[config.mk]
export PLATFORM = sky130hd
export DESIGN_NAME = rominit_mux
export DESIGN_NICKNAME = d
export VERILOG_FILES = /design/src/rtl/rominit_pkg.sv /design/src/rtl/rominit_pack.sv /design/src/rtl/rominit_mux.sv
export SDC_FILE = /design/constraint.sdc
export NUM_CORES = 1
export LEC_CHECK = 0
export BUFFER_PORTS_ARGS = -buffer_cell sky130_fd_sc_hd__buf_4
export CAP_MARGIN = 20
export CELL_PAD_IN_SITES_DETAIL_PLACEMENT = 1
export CELL_PAD_IN_SITES_GLOBAL_PLACEMENT = 1
export CORE_ASPECT_RATIO = 1.75
export CORE_UTILIZATION = 43
export DETAILED_ROUTE_END_ITERATION = 7
export PLACE_DENSITY_LB_ADDON = 0.1
export RECOVER_POWER = 100
export SLEW_MARGIN = 5
export SYNTH_ARGS = -nofsm -noshare
export SYNTH_HDL_FRONTEND = slang
export SYNTH_HIERARCHICAL = 1
export SYNTH_SLANG_ARGS = --single-unit
[constraint.sdc]
create_clock -name CLK_SYS -period 9 [get_ports CLK_SYS]
set_input_delay 0.9 -clock CLK_SYS [delete_from_list [all_inputs] [get_ports CLK_SYS]]
set_output_delay 0.9 -clock CLK_SYS [all_outputs]
set_load 0.005 [all_outputs]
[src/rtl/rominit_pkg.sv]
// Shared region table, state/region enums and address decode for the ROM init mux.
package rominit_pkg;

   localparam int N_REGIONS = 3;

   // One bit wider than IOCTL_ADDR so that base + size never overflows.
   typedef logic [27:0] tab_addr_t;

   localparam tab_addr_t REGION_BASE [N_REGIONS] = '{28'h000_0000, 28'h000_1000, 28'h000_1400};
   localparam tab_addr_t REGION_SIZE [N_REGIONS] = '{28'h000_1000, 28'h000_0400, 28'h001_0000};

   typedef enum logic [1:0] {
      REG_BOOT = 2'd0,
      REG_CHR  = 2'd1,
      REG_CART = 2'd2
   } region_e;

   typedef enum logic [1:0] {
      ST_IDLE,
      ST_FILL,
      ST_PUSH,
      ST_DONE
   } state_e;

   typedef struct packed {
      logic    hit;
      region_e idx;
   } region_hit_t;

   // Walk from the top so the lowest matching region is the one left standing.
   function automatic region_hit_t region_of(input logic [26:0] addr);
      region_hit_t res;
      res.hit = 1'b0;
      res.idx = REG_BOOT;
      for (int r = N_REGIONS - 1; r >= 0; r--) begin
         if ({1'b0, addr} >= REGION_BASE[r] && {1'b0, addr} < REGION_BASE[r] + REGION_SIZE[r]) begin
            res.hit = 1'b1;
            res.idx = region_e'(2'(r));
         end
      end
      return res;
   endfunction

   function automatic bit cfg_fits(input int aw);
      for (int r = 0; r < N_REGIONS; r++) begin
         if (64'(REGION_SIZE[r]) > (64'd1 << aw)) return 1'b0;
      end
      return 1'b1;
   endfunction

endpackage

[src/rtl/rominit_pack.sv]
// Byte-to-word packer: lane write, byte-enable tracking and the aligned-word
// compare that decides whether an incoming byte belongs to the held word.
module rominit_pack
   import rominit_pkg::*;
#(
   parameter int DW = 16,
   parameter int AW = 17
) (
   input  logic            clk,
   input  logic            reset,
   input  logic            clear,
   input  logic            wr,
   input  region_e         wr_region,
   input  logic [AW-1:0]   wr_rel,
   input  logic [7:0]      wr_data,
   input  region_e         cmp_region,
   input  logic [AW-1:0]   cmp_rel,
   output logic            mismatch,
   output logic [DW-1:0]   data,
   output logic [DW/8-1:0] be,
   output logic [AW-1:0]   addr,
   output region_e         region
);

   localparam int BPW = DW / 8;
   localparam logic [AW-1:0] LANE_MASK = AW'(BPW - 1);

   logic [DW-1:0]  data_n;
   logic [BPW-1:0] be_n;

   // A clear and a write in the same cycle start a fresh word holding only the new byte.
   always_comb begin
      data_n = clear ? '0 : data;
      be_n   = clear ? '0 : be;
      if (wr) begin
         for (int i = 0; i < BPW; i++) begin
            if ((wr_rel & LANE_MASK) == AW'(i)) begin
               data_n[i*8 +: 8] = wr_data;
               be_n[i]          = 1'b1;
            end
         end
      end
   end

   always_ff @(posedge clk) begin
      if (reset) begin
         data   <= '0;
         be     <= '0;
         addr   <= '0;
         region <= REG_BOOT;
      end else begin
         data <= data_n;
         be   <= be_n;
         if (wr) begin
            addr   <= wr_rel & ~LANE_MASK;
            region <= wr_region;
         end
      end
   end

   assign mismatch = (be != '0) &&
                     ((cmp_region != region) || ((cmp_rel & ~LANE_MASK) != addr));

endmodule

[src/rtl/rominit_mux.sv]
// ioctl download decoder: splits the byte stream into regions, packs words and
// hands them to the ROM/RAM writers over valid/ready, stalling the HPS meanwhile.
//
// state | meaning
// IDLE  | waiting for a matching download to start
// FILL  | accepting bytes into the held word
// PUSH  | word presented on VALID, HPS stalled until READY
// DONE  | one-cycle end-of-download pulse
module rominit_mux
   import rominit_pkg::*;
#(
   parameter int NREG      = 3,
   parameter int DW        = 16,
   parameter int AW        = 17,
   parameter int ROM_INDEX = 0
) (
   input  logic                 CLK_SYS,
   input  logic                 RESET,
   input  logic                 IOCTL_DOWNLOAD,
   input  logic [15:0]          IOCTL_INDEX,
   input  logic                 IOCTL_WR,
   input  logic [26:0]          IOCTL_ADDR,
   input  logic [7:0]           IOCTL_DOUT,
   output logic                 IOCTL_WAIT,
   output logic [NREG-1:0]      ROMINIT_SEL,
   output logic [AW-1:0]        ROMINIT_ADDR,
   output logic [DW-1:0]        ROMINIT_DATA,
   output logic [DW/8-1:0]      ROMINIT_BE,
   output logic                 ROMINIT_VALID,
   input  logic                 ROMINIT_READY,
   output logic                 ROMINIT_DONE,
   output logic [NREG*(AW+1)-1:0] ROMINIT_SIZE
);

   localparam int BPW = DW / 8;
   localparam logic [AW-1:0] LANE_MASK = AW'(BPW - 1);
   localparam bit CFG_OK = cfg_fits(AW);

   state_e        state, state_n;
   logic          dl_q, ending, ending_n;
   logic          pend_valid, pend_set, pend_clr, size_clr;
   region_e       pend_region, wr_region, held_region;
   logic [AW-1:0] pend_rel, wr_rel, byte_rel;
   logic [7:0]    pend_data, wr_data;
   logic [AW:0]   size_q [NREG];
   logic [AW:0]   rel_p1, lim, size_cand;
   region_hit_t   dec;
   logic          idx_match, dl_rise, dl_fall, hit;
   logic          pack_clear, pack_wr, mismatch;

   assign dec       = region_of(IOCTL_ADDR);
   assign byte_rel  = AW'({1'b0, IOCTL_ADDR} - REGION_BASE[dec.idx]);
   assign idx_match = (IOCTL_INDEX[5:0] == 6'(ROM_INDEX));
   assign dl_rise   = IOCTL_DOWNLOAD & ~dl_q & idx_match;
   assign dl_fall   = ~IOCTL_DOWNLOAD & dl_q;

   assign IOCTL_WAIT    = (state == ST_PUSH) | pend_valid;
   assign ROMINIT_VALID = (state == ST_PUSH);
   assign ROMINIT_DONE  = (state == ST_DONE);
   assign ROMINIT_SEL   = (ROMINIT_BE != '0) ? (NREG'(1) << held_region) : '0;

   assign hit = IOCTL_DOWNLOAD & IOCTL_WR & idx_match & ~IOCTL_WAIT & dec.hit &
                (int'(dec.idx) < NREG) & (state == ST_FILL);

   always_comb begin
      state_n    = state;
      ending_n   = ending;
      pack_clear = 1'b0;
      pack_wr    = 1'b0;
      pend_set   = 1'b0;
      pend_clr   = 1'b0;
      size_clr   = 1'b0;
      wr_region  = dec.idx;
      wr_rel     = byte_rel;
      wr_data    = IOCTL_DOUT;
      case (state)
         ST_IDLE: begin
            if (dl_rise) begin
               size_clr = 1'b1;
               ending_n = 1'b0;
               state_n  = ST_FILL;
            end
         end
         ST_FILL: begin
            if (dl_fall) begin
               if (ROMINIT_BE != '0) begin
                  ending_n = 1'b1;
                  state_n  = ST_PUSH;
               end else begin
                  state_n = ST_DONE;
               end
            end else if (hit) begin
               if (mismatch) begin
                  pend_set = 1'b1;
                  state_n  = ST_PUSH;
               end else begin
                  pack_wr = 1'b1;
                  if ((byte_rel & LANE_MASK) == LANE_MASK) state_n = ST_PUSH;
               end
            end
         end
         ST_PUSH: begin
            if (dl_fall) ending_n = 1'b1;
            if (ROMINIT_READY) begin
               pack_clear = 1'b1;
               if (pend_valid) begin
                  // The stalled byte opens the next word in the same cycle the old one leaves.
                  pack_wr   = 1'b1;
                  pend_clr  = 1'b1;
                  wr_region = pend_region;
                  wr_rel    = pend_rel;
                  wr_data   = pend_data;
                  if (((pend_rel & LANE_MASK) == LANE_MASK) || ending_n) state_n = ST_PUSH;
                  else state_n = ST_FILL;
               end else if (ending_n) begin
                  state_n = ST_DONE;
               end else begin
                  state_n = ST_FILL;
               end
            end
         end
         ST_DONE: begin
            ending_n = 1'b0;
            state_n  = ST_IDLE;
         end
         default: state_n = ST_IDLE;
      endcase
   end

   always_comb begin
      rel_p1    = (AW+1)'(wr_rel) + (AW+1)'(1);
      lim       = (AW+1)'(REGION_SIZE[wr_region]);
      size_cand = (rel_p1 > lim) ? lim : rel_p1;
   end

   always_comb begin
      ROMINIT_SIZE = '0;
      for (int r = 0; r < NREG; r++) ROMINIT_SIZE[r*(AW+1) +: AW+1] = size_q[r];
   end

   // Left out of reset so a download still high when reset drops is not seen as a new start.
   always_ff @(posedge CLK_SYS) dl_q <= IOCTL_DOWNLOAD;

   always_ff @(posedge CLK_SYS) begin
      if (RESET) begin
         state       <= ST_IDLE;
         ending      <= 1'b0;
         pend_valid  <= 1'b0;
         pend_region <= REG_BOOT;
         pend_rel    <= '0;
         pend_data   <= '0;
      end else begin
         state  <= state_n;
         ending <= ending_n;
         if (pend_set) begin
            pend_valid  <= 1'b1;
            pend_region <= dec.idx;
            pend_rel    <= byte_rel;
            pend_data   <= IOCTL_DOUT;
         end else if (pend_clr) begin
            pend_valid <= 1'b0;
         end
      end
   end

   always_ff @(posedge CLK_SYS) begin
      for (int r = 0; r < NREG; r++) begin
         if (RESET || size_clr) size_q[r] <= '0;
         else if (pack_wr && int'(wr_region) == r && size_cand > size_q[r]) size_q[r] <= size_cand;
      end
   end

   always_ff @(posedge CLK_SYS) begin
      if (!RESET) assert (CFG_OK) else $error("rominit_mux: region table entry larger than 2**AW");
   end

   rominit_pack #(.DW(DW), .AW(AW)) u_pack (
      .clk        (CLK_SYS),
      .reset      (RESET),
      .clear      (pack_clear),
      .wr         (pack_wr),
      .wr_region  (wr_region),
      .wr_rel     (wr_rel),
      .wr_data    (wr_data),
      .cmp_region (dec.idx),
      .cmp_rel    (byte_rel),
      .mismatch   (mismatch),
      .data       (ROMINIT_DATA),
      .be         (ROMINIT_BE),
      .addr       (ROMINIT_ADDR),
      .region     (held_region)
   );

endmodule

---- Word level (Yosys, flattened, before mapping) ----
Memory sizes are Yosys's and may differ from the RTL's.
Cells that the tools add are included.
word-level totals
  bits in registers ....................... 68
  bits in writable memories ............... 54
  bits of input ports ..................... 56
  output and inout port bits .............. 95
  memories kept ........................... 1
memory list
  name    words  bits a word  read ports  clocked after memory_dff  write ports  RTL line           text
  size_q  3      18           3           0                         3            rominit_mux.sv:45  logic [AW:0] size_q [NREG];
operators by class
  add/sub/neg operators ................... 2
  $lt $le $gt $ge ......................... 12
  equal/unequal tests ..................... 13
  shift-type cells ........................ 1
  multiplexer cells ....................... 76
  bitwise operators ....................... 18
  reduce and logical (&&, ||, !) cells .... 20
operators with widths
  cell                                                                            count
  28-bit binary-select mux with 2-bit select                                      2
  18-bit two-way mux                                                              6
  17-bit two-way mux                                                              5
  18-bit greater-than comparator                                                  4
  27-bit by 13-bit >= comparator with 1-bit output, second input constant         2
  27-bit by 13-bit less-than comparator with 1-bit output, second input constant  2
  8-bit two-way mux                                                               5
  1-bit two-way mux                                                               35
  16-bit two-way mux                                                              2
  2-bit two-way mux                                                               14
  27-bit by 17-bit less-than comparator with 1-bit output, second input constant  1
  17-bit by 1-bit adder with 18-bit output, second input constant                 1
  17-bit logical NOT                                                              1
  17-bit subtractor                                                               1
  16-bit != test                                                                  1
  3-bit two-way mux                                                               4
  1-bit AND                                                                       9
  1-bit logical AND                                                               9
  2-bit == test, second input constant                                            4
  2-bit one-hot mux with 4 select lines                                           1
  3-bit >= comparator, second input constant                                      2
  6-bit logical NOT                                                               1
  2-bit != test, second input constant                                            3
  2-bit NOT with 3-bit output                                                     2
  other kinds (16)                                                                25

---- Depth between registers and ports, before layout ----
Gate-level depths: netlist (run 1).
  depth in word-level cells ............... 23
  depth in mapped cells ................... 36
  mapped depth without buffers ............ 30

---- By module ----
The synthesis (run 1) kept the hierarchy.
by module, submodules not included
  module        times used  cells an instance  area an instance (sq um)  sequential area each (sq um)
  rominit_mux   1           694                6319.8                    2262.2
  rominit_pack  1           165                1529.0                    720.7

---- Worst setup path before layout (run 1) ----
Ideal clock, no wire load.
  kind .................................... input to register
  from .................................... input IOCTL_ADDR[15]
  to ...................................... memory size_q[0][0] (netlist name), enable pin
  setup time .............................. 418 ps
  arrival ................................. 7641 ps
  required time ........................... 8582 ps
  slack ................................... 941 ps
  stages .................................. 30
  cell sequence ........................... or3_4 o21a_1 nand2b_1 nor2_1 ha_1 inv_1 ha_1 o31a_1 nor3_1 xor2_1 mux2i_1 inv_1 xnor2_1 inv_1 ha_1 and4_1 and4_1 o2111ai_2 a22oi_4 nand2_4 buf_2 nor2_1 ha_1 nor2b_1 o21a_1 o21a_1 o21ai_0 a2111oi_0 o21ai_0 o21ai_0
RTL lines
  what             RTL line           text
  start, declared  rominit_mux.sv:22  input logic [26:0] IOCTL_ADDR,
  end, declared    rominit_mux.sv:45

==> results of run 1 <==
-- worst max-delay path: cells and delay by family --
kind	cells	cell delay (ns)
adder cells (fa/ha/maj)	4	1.11
XOR/XNOR	2	0.44
AO/OA/AOI/OAI	7	2.04
buffers and inverters	7	0.95
multiplexers	1	0.15
AND/OR/NAND/NOR	11	2.72
-- metrics by stage --
stage / total power (W) / setup WS, ns / instance area (um2) / hold slack (ns) / cells
floorplan: 0.000728 / 0.941 / 7870 / 0.463 / 864
CTS: 0.00153 / 1.10 / 9780 / 0.491 / 1248
global route: 0.00156 / 0.363 / 9650 / 0.504 / 1248
detailed placement: 0.000814 / 0.678 / 9170 / 0.482 / 1216
finish: 0.00151 / 0.819 / 9650 / 0.487 / 1248
global placement: 0.000808 / 0.828 / 9160 / 0.473 / 1215
-- routing by layer --
metal	vias up	part of all wire [%]	GRT usage [%]	wire, um
li1	3263	-	-	-
met1	3340	36	24.3	8390
met2	144	57	50.7	13200
met3	31	3.7	5.48	863
met4	0	2.9	10.9	668
met5	-	0	0	0
-- cells in the mapped netlist (all sizes together) (3+ instances only) --
| library cell | count |
|---|---|
| a21o | 21 |
| a21oi | 46 |
| a311oi | 5 |
| a31oi | 10 |
| and3 | 8 |
| and4 | 5 |
| buf | 22 |
| clkbuf | 16 |
| dfxtp | 68 |
| edfxtp | 54 |
| ha | 67 |
| inv | 75 |
| mux2 | 6 |
| mux2i | 51 |
| nand2 | 70 |
| nand2b | 7 |
| nand3 | 20 |
| nand4 | 22 |
| nor2 | 142 |
| nor2b | 4 |
| nor3 | 14 |
| nor3b | 10 |
| nor4 | 5 |
| o21a | 6 |
| o21ai | 14 |
| o31ai | 3 |
| or2 | 7 |
| or3 | 5 |
| xnor2 | 25 |
| xor2 | 12 |
-- power by group through the flow --
stage          clock, W  sequential, W  combinational (W)
2_1_floorplan         0       0.000608           0.000120
3_3_place_gp          0       0.000609           0.000199
3_5_place_dp          0       0.000610           0.000205
4_1_cts        0.000720       0.000598           0.000208
5_1_grt        0.000741       0.000599           0.000223
6_report       0.000712       0.000598           0.000201
-- flip-flops by register name (all words and copies together) (netlist names) --
| register | count |
|---|---|
| dl_q | 1 |
| ending | 1 |
| pend_data | 8 |
| pend_region | 2 |
| pend_rel | 17 |
| pend_valid | 1 |
| size_q | 54 |
| state | 2 |
| u_pack/addr | 16 |
| u_pack/be | 2 |
| u_pack/data | 16 |
| u_pack/region | 2 |
-- cell families (layout without fill, tap and decap cells) --
| family | after synthesis | count (layout) | share of synthesized area [%] |
|---|---|---|---|
| AND/OR/NAND/NOR | 331 | 331 | 21.5 |
| AO/OA/AOI/OAI | 129 | 129 | 11.4 |
| flip-flops | 122 | 122 | 38.0 |
| buffers and inverters | 114 | 264 | 6.33 |
| adder cells (fa/ha/maj) | 67 | 67 | 10.7 |
| multiplexers | 57 | 57 | 7.62 |
| XOR/XNOR | 37 | 37 | 4.46 |
| other | 2 | 7 | 0.0957 |
-- cell type report --
type | instances | area, um2
multi-input cells | 628 | 4350
clock buffers | 23 | 503
inverters | 76 | 285
fillers | 2127 | 8320
clock inverters | 9 | 106
well taps | 234 | 293
flip-flops and latches | 122 | 2980
repair buffers | 156 | 1140
-- path summary, 6_finish.rpt --
path                                        to  slack, ns  cells after the start
worst max-delay path              size_q[2][2]       0.82                     32
worst min-delay path            u_pack/data[8]       0.49                      2
worst max register to register    size_q[2][2]       1.19                     29
worst min register to register  u_pack/data[8]       0.49                      2
==> flow_metrics.tcl, run 1 <==
set metrics [dict create \
    cts_root_buf "clkbuf_16" \
    synth_cells 859 \
    ant_nets 0 \
    intPower_w 0.00112 \
    power_frac_clock_pct 47.1 \
    final_cell_mix "130 x nor2_1, 79 x clkbuf_4, 74 x inv_1" \
    status "complete, but fails checks" \
    wirelength_um 23100 \
    grt_antenna_before_repair 0 \
    p_leak_nw 4.44 \
    cts_buffers 17 \
    slowest_stage "or3_1" \
    gp_congestion 0.817 \
    area_delta_synth_final_pct 23.0 \
    drv_slew 55 \
    critical_path_class "in2reg" \
    tns_ns 0 \
    cts_sinks 122 \
    cap_viol_max_count 2 \
    critPathArrivalTime_ns 8.32 \
    antennaDiodeCount 0 \
    avgViaCountPerCell 5.43 \
    insertion_delay_ns 0.44 \
    tritoncts "done" \
    ios 151 \
    fin_crit_ns 8.18 \
    ys_ff_latch 122 \
    port_buffers 139 \
    nets 1124 \
    synth_area_mm2 0.00785 \
    skew_ns 0.00919 \
    dr.pass1.iters 4 \
    layout_commonest_cell "nor2_1" \
    violations "max-capacitance violations, max-slew violations" \
    vias 6778 \
    worstMarginPinSlew_ns 2.29 \
    grt_max_degree 69 \
    async_flop_share_pct 0 \
    synth_top_area_share_pct 20.7 \
    cts_setup_buffers 0 \
    seqPwrFrac_pct 39.6 \
    yosys_warnings 6 \
    synth-edff-count 54 \
    rsz0062_at_grt "no" \
    die_h_um 181 \
    hold_path.startpoint "u_pack/data[8]" \
    core_mm2 0.0180 \
    die_w_um 104 \
    grt_pass1_wl_um 36700 \
    worst_path_most_repeated_cell "ha_1" \
    synthTopCellsByArea "edfxtp_1 21%, dfxtp_1 17%, ha_1 11%" \
    path_clk_slew_ns 0.06 \
    hold_violations 0 \
    worst_hold_path_type "reg2reg" \
    utilization_pct 53.7 \
    grt_pass1_vias 7273 \
    post-route-drc-count 0 \
    path_max_fanout 18 \
    h-tree-depth 4 \
    start_util_pct 43.7 \
    slew_headroom_pct -53.0 \
    worstPathRequired_ns 9.14 \
    grt_overflow 0 \
    final.period_utilization_pct 90.9 \
    cts_resized 0 \
    p_per_area_mw_per_mm2 156 \
    p_switching_w 0.000387 \
    wl_per_cell_um 18.5 \
    drive_above_1_share_pct 21.0 \
    die_area_mm2 0.0188 \
    fmax_mhz 122 \
    cp-end-kind "flip-flop" \
    slowest_delay_ns 0.47 \
    yosys_most_used_dff "dfxtp_1" \
    netSwitchingFraction_pct 25.6 \
    worstSetupStartpointType "input port" \
    rows 65 \
    ctsLongestPathBuffers 2 \
    avgSynthCellArea_um2 9.14 \
    startpoint "IOCTL_ADDR[15]" \
    finalSetupViolations 0 \
    ir_worst_vdd_v 0.000129 \
    dpl.hpwl_um 18000 \
    hold_buffers 0 \
    r2r-start "state[0]" \
    comb_power_share_pct 13.3 \
    grtUsageTotal_pct 25.4 \
    synthDistinctLibCells 81 \
    drt_iter0_drc 154 \
    synth_area_leader_cell "edfxtp_1" \
    ys_seq_area_share_pct 38.0 \
]
Note: power is estimated with default switching activity, not from simulation.
==> run 2, diff against run 1 <==
--- a/config.mk
+++ b/config.mk
@@ -10,6 +10,7 @@
 export CELL_PAD_IN_SITES_DETAIL_PLACEMENT = 1
 export CELL_PAD_IN_SITES_GLOBAL_PLACEMENT = 1
 export CORE_ASPECT_RATIO = 1.75
+export CORE_MARGIN = 2
 export CORE_UTILIZATION = 43
 export DETAILED_ROUTE_END_ITERATION = 7
 export PLACE_DENSITY_LB_ADDON = 0.1
==> constraint.sdc (replaced) <==
create_clock -name CLK_SYS -period 9 [get_ports CLK_SYS]
set_input_delay 0.9 -clock CLK_SYS [delete_from_list [all_inputs] [get_ports CLK_SYS]]
set_output_delay 0.9 -clock CLK_SYS [all_outputs]
set_load 0.05 [all_outputs]
==> flow_metrics.tcl, run 2 (synthesis gave the netlist of run 1 again) <==
set metrics [dict create \
    status "complete, but fails checks" \
    violations "max-capacitance violations, max-slew violations" \
    hold_buffers 0 \
    grt_overflow 0 \
    h-tree-depth 4 \
    num-fill-cells 2155 \
    critical_path_class "in2reg" \
    layout_commonest_cell "nor2_1" \
    reg_top3 "size_q x54, pend_rel x17" \
    cap_viol_max_count 1 \
    worstSetupStartpointType "input port" \
    start_util_pct 43.7 \
    grtUsageTotal_pct 25.6 \
    fmax_mhz 124 \
    nets 1125 \
    cts_setup_buffers 0 \
    vias 6732 \
    worst_hold_path_type "reg2reg" \
    comb_power_share_pct 14.7 \
    stdcell_count 1249 \
    intPower_w 0.00114 \
    ant_nets 0 \
    skew_ns 0.00868 \
    avgViaCountPerCell 5.39 \
    worstMarginPinSlew_ns 2.14 \
    antennaDiodeCount 0 \
    slowest_stage "or3_1" \
    place_inst 1217 \
    dr.pass1.iters 4 \
    netSwitchingFraction_pct 27.6 \
    hold_violations 0 \
    p_switching_w 0.000434 \
    critPathArrivalTime_ns 8.22 \
    ios 151 \
    drv_slew 27 \
    die_area_mm2 0.0194 \
    slowest_delay_ns 0.47 \
    fin_hold_ws_ns 0.490 \
    rsz0062_at_grt "no" \
    tritoncts "done" \
    insertion_delay_ns 0.43 \
    ctsLongestPathBuffers 2 \
    grt_max_degree 69 \
    slew_headroom_pct -42.4 \
    post-route-drc-count 0 \
    grt_pass1_wl_um 37900 \
    wirelength_um 23900 \
    p_per_area_mw_per_mm2 168 \
    seqPwrFrac_pct 38.0 \
    path_max_fanout 15 \
    cts_root_buf "clkbuf_16" \
    power_frac_clock_pct 47.3 \
    largest_reg_flops 54 \
    largest-register "size_q" \
    tns_ns 0 \
    path_clk_slew_ns 0.06 \
    cp-end-kind "flip-flop" \
    die_w_um 106 \
    cts_buffers 17 \
    worstPathRequired_ns 9.15 \
    worst_path_most_repeated_cell "ha_1" \
    rows 65 \
    grt_pass1_vias 7275 \
    p_leak_nw 4.16 \
    final_cell_mix "132 x nor2_1, 100 x clkbuf_1, 74 x inv_1" \
    cts_sinks 122 \
    drt_iter0_drc 191 \
    core_mm2 0.0180 \
    fin_crit_ns 8.07 \
    cts_resized 0 \
    drive_above_1_share_pct 13.0 \
    dpl.hpwl_um 18600 \
    ir_worst_vdd_v 0.000133 \
    port_buffers 139 \
    final.period_utilization_pct 89.7 \
    die_h_um 183 \
    area_delta_synth_final_pct 19.5 \
    finalSetupViolations 0 \
    utilization_pct 52.2 \
    wl_per_cell_um 19.2 \
    gp_congestion 0.788 \
    grt_antenna_before_repair 0 \
]
run 2: final timing paths:
kind	from	endpoint	slack [ns]	cells after the start
setup / recovery	IOCTL_ADDR[15]	size_q[0][12]	0.93	33
hold / removal	u_pack/data[8]	u_pack/data[8]	0.49	2
setup reg to reg	state[0]	size_q[0][12]	1.36	29
hold reg to reg	u_pack/data[8]	u_pack/data[8]	0.49	2
run 2: power groups by stage:
stage,combinational [W],sequential (W),clock (W)
2_1_floorplan,0.000123,0.000640,0
3_3_place_gp,0.000235,0.000609,0
3_5_place_dp,0.000241,0.000610,0
4_1_cts,0.000243,0.000598,0.000752
5_1_grt,0.000254,0.000599,0.000775
6_report,0.000231,0.000598,0.000744
run 2: final cells by class:
class	count	area (um2)	area share, %
multi-input cells	628	4340	46.3
inverters	76	285	3.04
flip-flops and latches	122	2980	31.8
well taps	234	293	3.12
repair buffers	157	845	9.00
clock inverters	11	153	1.63
clock buffers	21	482	5.13
run 2: critical path: cells and delay by family:
family | cells | cell delay, ns
xor gates and xnor gates | 2 | 0.42
adders and majority gates | 4 | 1.17
and+or+nand+nor | 9 | 2.37
muxes | 1 | 0.16
buffers and inverters | 7 | 0.90
AOI/OAI and AO/OA | 10 | 2.30
run 2: through the flow:
| stage | power, W | instance area, um2 | setup WS, ns |
|---|---|---|---|
| floorplan | 0.000762 | 7870 | 0.936 |
| CTS | 0.00159 | 9810 | 1.07 |
| global placement | 0.000844 | 9170 | 0.784 |
| detailed placement | 0.000851 | 9170 | 0.706 |
| finish | 0.00157 | 9380 | 0.926 |
| global route | 0.00163 | 9380 | 0.379 |
run 2: per-layer routing:
layer	vias up	track usage, %	share of wire, %
li1	3280	-	-
met1	3252	25.1	36
met2	152	50.2	57
met3	48	4.75	3.8
met4	0	11.8	3.2
met5	-	0	0
==> run 3, diff against run 2 <==
--- a/config.mk
+++ b/config.mk
@@ -11,7 +11,7 @@
 export CELL_PAD_IN_SITES_GLOBAL_PLACEMENT = 1
 export CORE_ASPECT_RATIO = 1.75
 export CORE_MARGIN = 2
-export CORE_UTILIZATION = 43
+export CORE_UTILIZATION = 38
 export DETAILED_ROUTE_END_ITERATION = 7
 export PLACE_DENSITY_LB_ADDON = 0.1
 export RECOVER_POWER = 100
==> constraint.sdc (replaced) <==
create_clock -name CLK_SYS -period 6.7 [get_ports CLK_SYS]
set_input_delay 0.67 -clock CLK_SYS [delete_from_list [all_inputs] [get_ports CLK_SYS]]
set_output_delay 0.67 -clock CLK_SYS [all_outputs]
set_load 0.05 [all_outputs]
==> flow_metrics.tcl, run 3 (synthesis gave the netlist of run 1 again) <==
set metrics [dict create \
    area_delta_synth_final_pct 35.2 \
    dr.pass1.iters 4 \
    worstMarginPinSlew_ns 0.997 \
    slowest_delay_ns 0.52 \
    grt_pass1_wl_um 40600 \
    grt_pass1_vias 7616 \
    wirelength_um 26400 \
    status "finished clean" \
    hold_violations 0 \
    core_mm2 0.0203 \
    power_frac_clock_pct 41.6 \
    worst_path_most_repeated_cell "ha_4" \
    fin_crit_ns 6.61 \
    path_delay_family "simple AND/OR/NAND/NOR gates" \
    p_leak_nw 4.67 \
    drv_slew 0 \
    tritoncts "done" \
    largest-register "size_q" \
    seqPwrFrac_pct 39.2 \
    grt_overflow 0 \
    path_max_fanout 7 \
    netSwitchingFraction_pct 29.8 \
    grt_antenna_before_repair 0 \
    path_clk_slew_ns 0.06 \
    die_w_um 113 \
    layout_commonest_cell "buf_4" \
    reg_top3 "size_q x54, pend_rel x17" \
    finalPower_w 0.00205 \
    cp-end-kind "flip-flop" \
    nets 1213 \
    ctsLongestPathBuffers 2 \
    wl_per_cell_um 19.5 \
    stdcell_count 1350 \
    fmax_mhz 151 \
    ir_worst_vdd_v 0.000152 \
    worst_hold_path_type "in2reg" \
    largest_reg_flops 54 \
    critPathArrivalTime_ns 6.78 \
    grt_max_degree 69 \
    drt_iter0_drc 191 \
    place_inst 1304 \
    critical_path_class "in2reg" \
    cts_root_buf "clkbuf_16" \
    utilization_pct 52.3 \
    path_buf_inv 8 \
    slowest_stage "or4_4" \
    rows 69 \
    cap_viol_max_count 0 \
    final_cell_mix "133 x buf_4, 107 x nor2_1, 96 x clkbuf_1" \
    vias 7138 \
    start_util_pct 38.7 \
    drive_above_1_share_pct 27.0 \
    slew_headroom_pct 33.5 \
    p_switching_w 0.000610 \
    grtUsageTotal_pct 23.9 \
    intPower_w 0.00144 \
    placed_area_mm2 0.00986 \
    h-tree-depth 4 \
    comb_power_share_pct 19.2 \
    cts_sinks 122 \
    port_buffers 139 \
    worstPathRequired_ns 6.88 \
    ios 151 \
    insertion_delay_ns 0.43 \
    p_per_area_mw_per_mm2 193 \
    final.period_utilization_pct 98.6 \
    final_cell_area_mm2 0.0106 \
    dpl.hpwl_um 19600 \
    avgViaCountPerCell 5.29 \
    skew_ns 0.00926 \
    post-route-drc-count 0 \
    gp_congestion 0.846 \
    cts_buffers 17 \
    antennaDiodeCount 0 \
    finalSetupViolations 0 \
    die_area_mm2 0.0219 \
    die_h_um 194 \
    ant_nets 0 \
    rsz0062_at_grt "yes" \
    worstSetupStartpointType "input port" \
    tns_ns 0 \
]
run 3: cell types whose count changed in the layout (fill, tap and decap cells not counted), sizes merged:
| cell | before | now |
|---|---|---|
| buf | 57 | 146 |
| clkinvlp | 0 | 3 |
| inv | 81 | 78 |
| nand4b | 2 | 3 |
| clkbuf | 121 | 118 |
| bufinv | 3 | 0 |
| clkinv | 3 | 6 |
run 3: area by class of cell:
cell class,count,area (um2)
Tap cell,248,310
Clock inverter,11,70.1
Fill cell,2357,9680
Multi-Input combinational cell,629,4890
Inverter,76,288
Clock buffer,20,462
Timing Repair Buffer,244,1610
Sequential cell,122,2980
run 3: power by group through the flow:
stage | registers (W) | clock network (W) | logic [W]
6_report | 0.000803 | 0.000853 | 0.000393
3_5_place_dp | 0.000820 | 0 | 0.000365
3_3_place_gp | 0.000819 | 0 | 0.000357
5_1_grt | 0.000805 | 0.000892 | 0.000426
2_1_floorplan | 0.000859 | 0 | 0.000172
4_1_cts | 0.000803 | 0.000869 | 0.000380
run 3: path summary, 6_finish.rpt:
check,slack [ns],end,from,cells past startpoint
setup / recovery,0.09,size_q[2][8],IOCTL_ADDR[13],33
hold / removal,0.40,dl_q,IOCTL_DOWNLOAD,1
setup reg to reg,0.57,size_q[2][8],state[0],31
hold reg to reg,0.49,u_pack/data[8],u_pack/data[8],2
run 3: layer usage:
metal | GRT usage (%) | vias up | routed length (um)
li1 | - | 3457 | -
met5 | 0 | - | 0
met3 | 3.66 | 50 | 782
met1 | 23.7 | 3467 | 9610
met4 | 10.3 | 0 | 838
met2 | 47.4 | 164 | 15100
run 3: timing repair:
| action | CTS | global route |
|---|---|---|
| gates resized for setup | 16 | 63 |
| pin swaps | 8 | 30 |
| endpoints found under the setup margin | 102 | 105 |
| gates cloned | 2 | 1 |
| hold buffers | 0 | 0 |
| buffers inserted | 9 | 5 |
run 3: metrics by stage:
stage / hold WS, ns / setup WS [ns]
after floorplan: 0.463 / 0.00595
after global placement: 0.475 / -0.451
after detailed placement: 0.486 / -0.623
after CTS: 0.353 / 0.0302
after global routing: 0.402 / -0.119
final: 0.399 / 0.0943
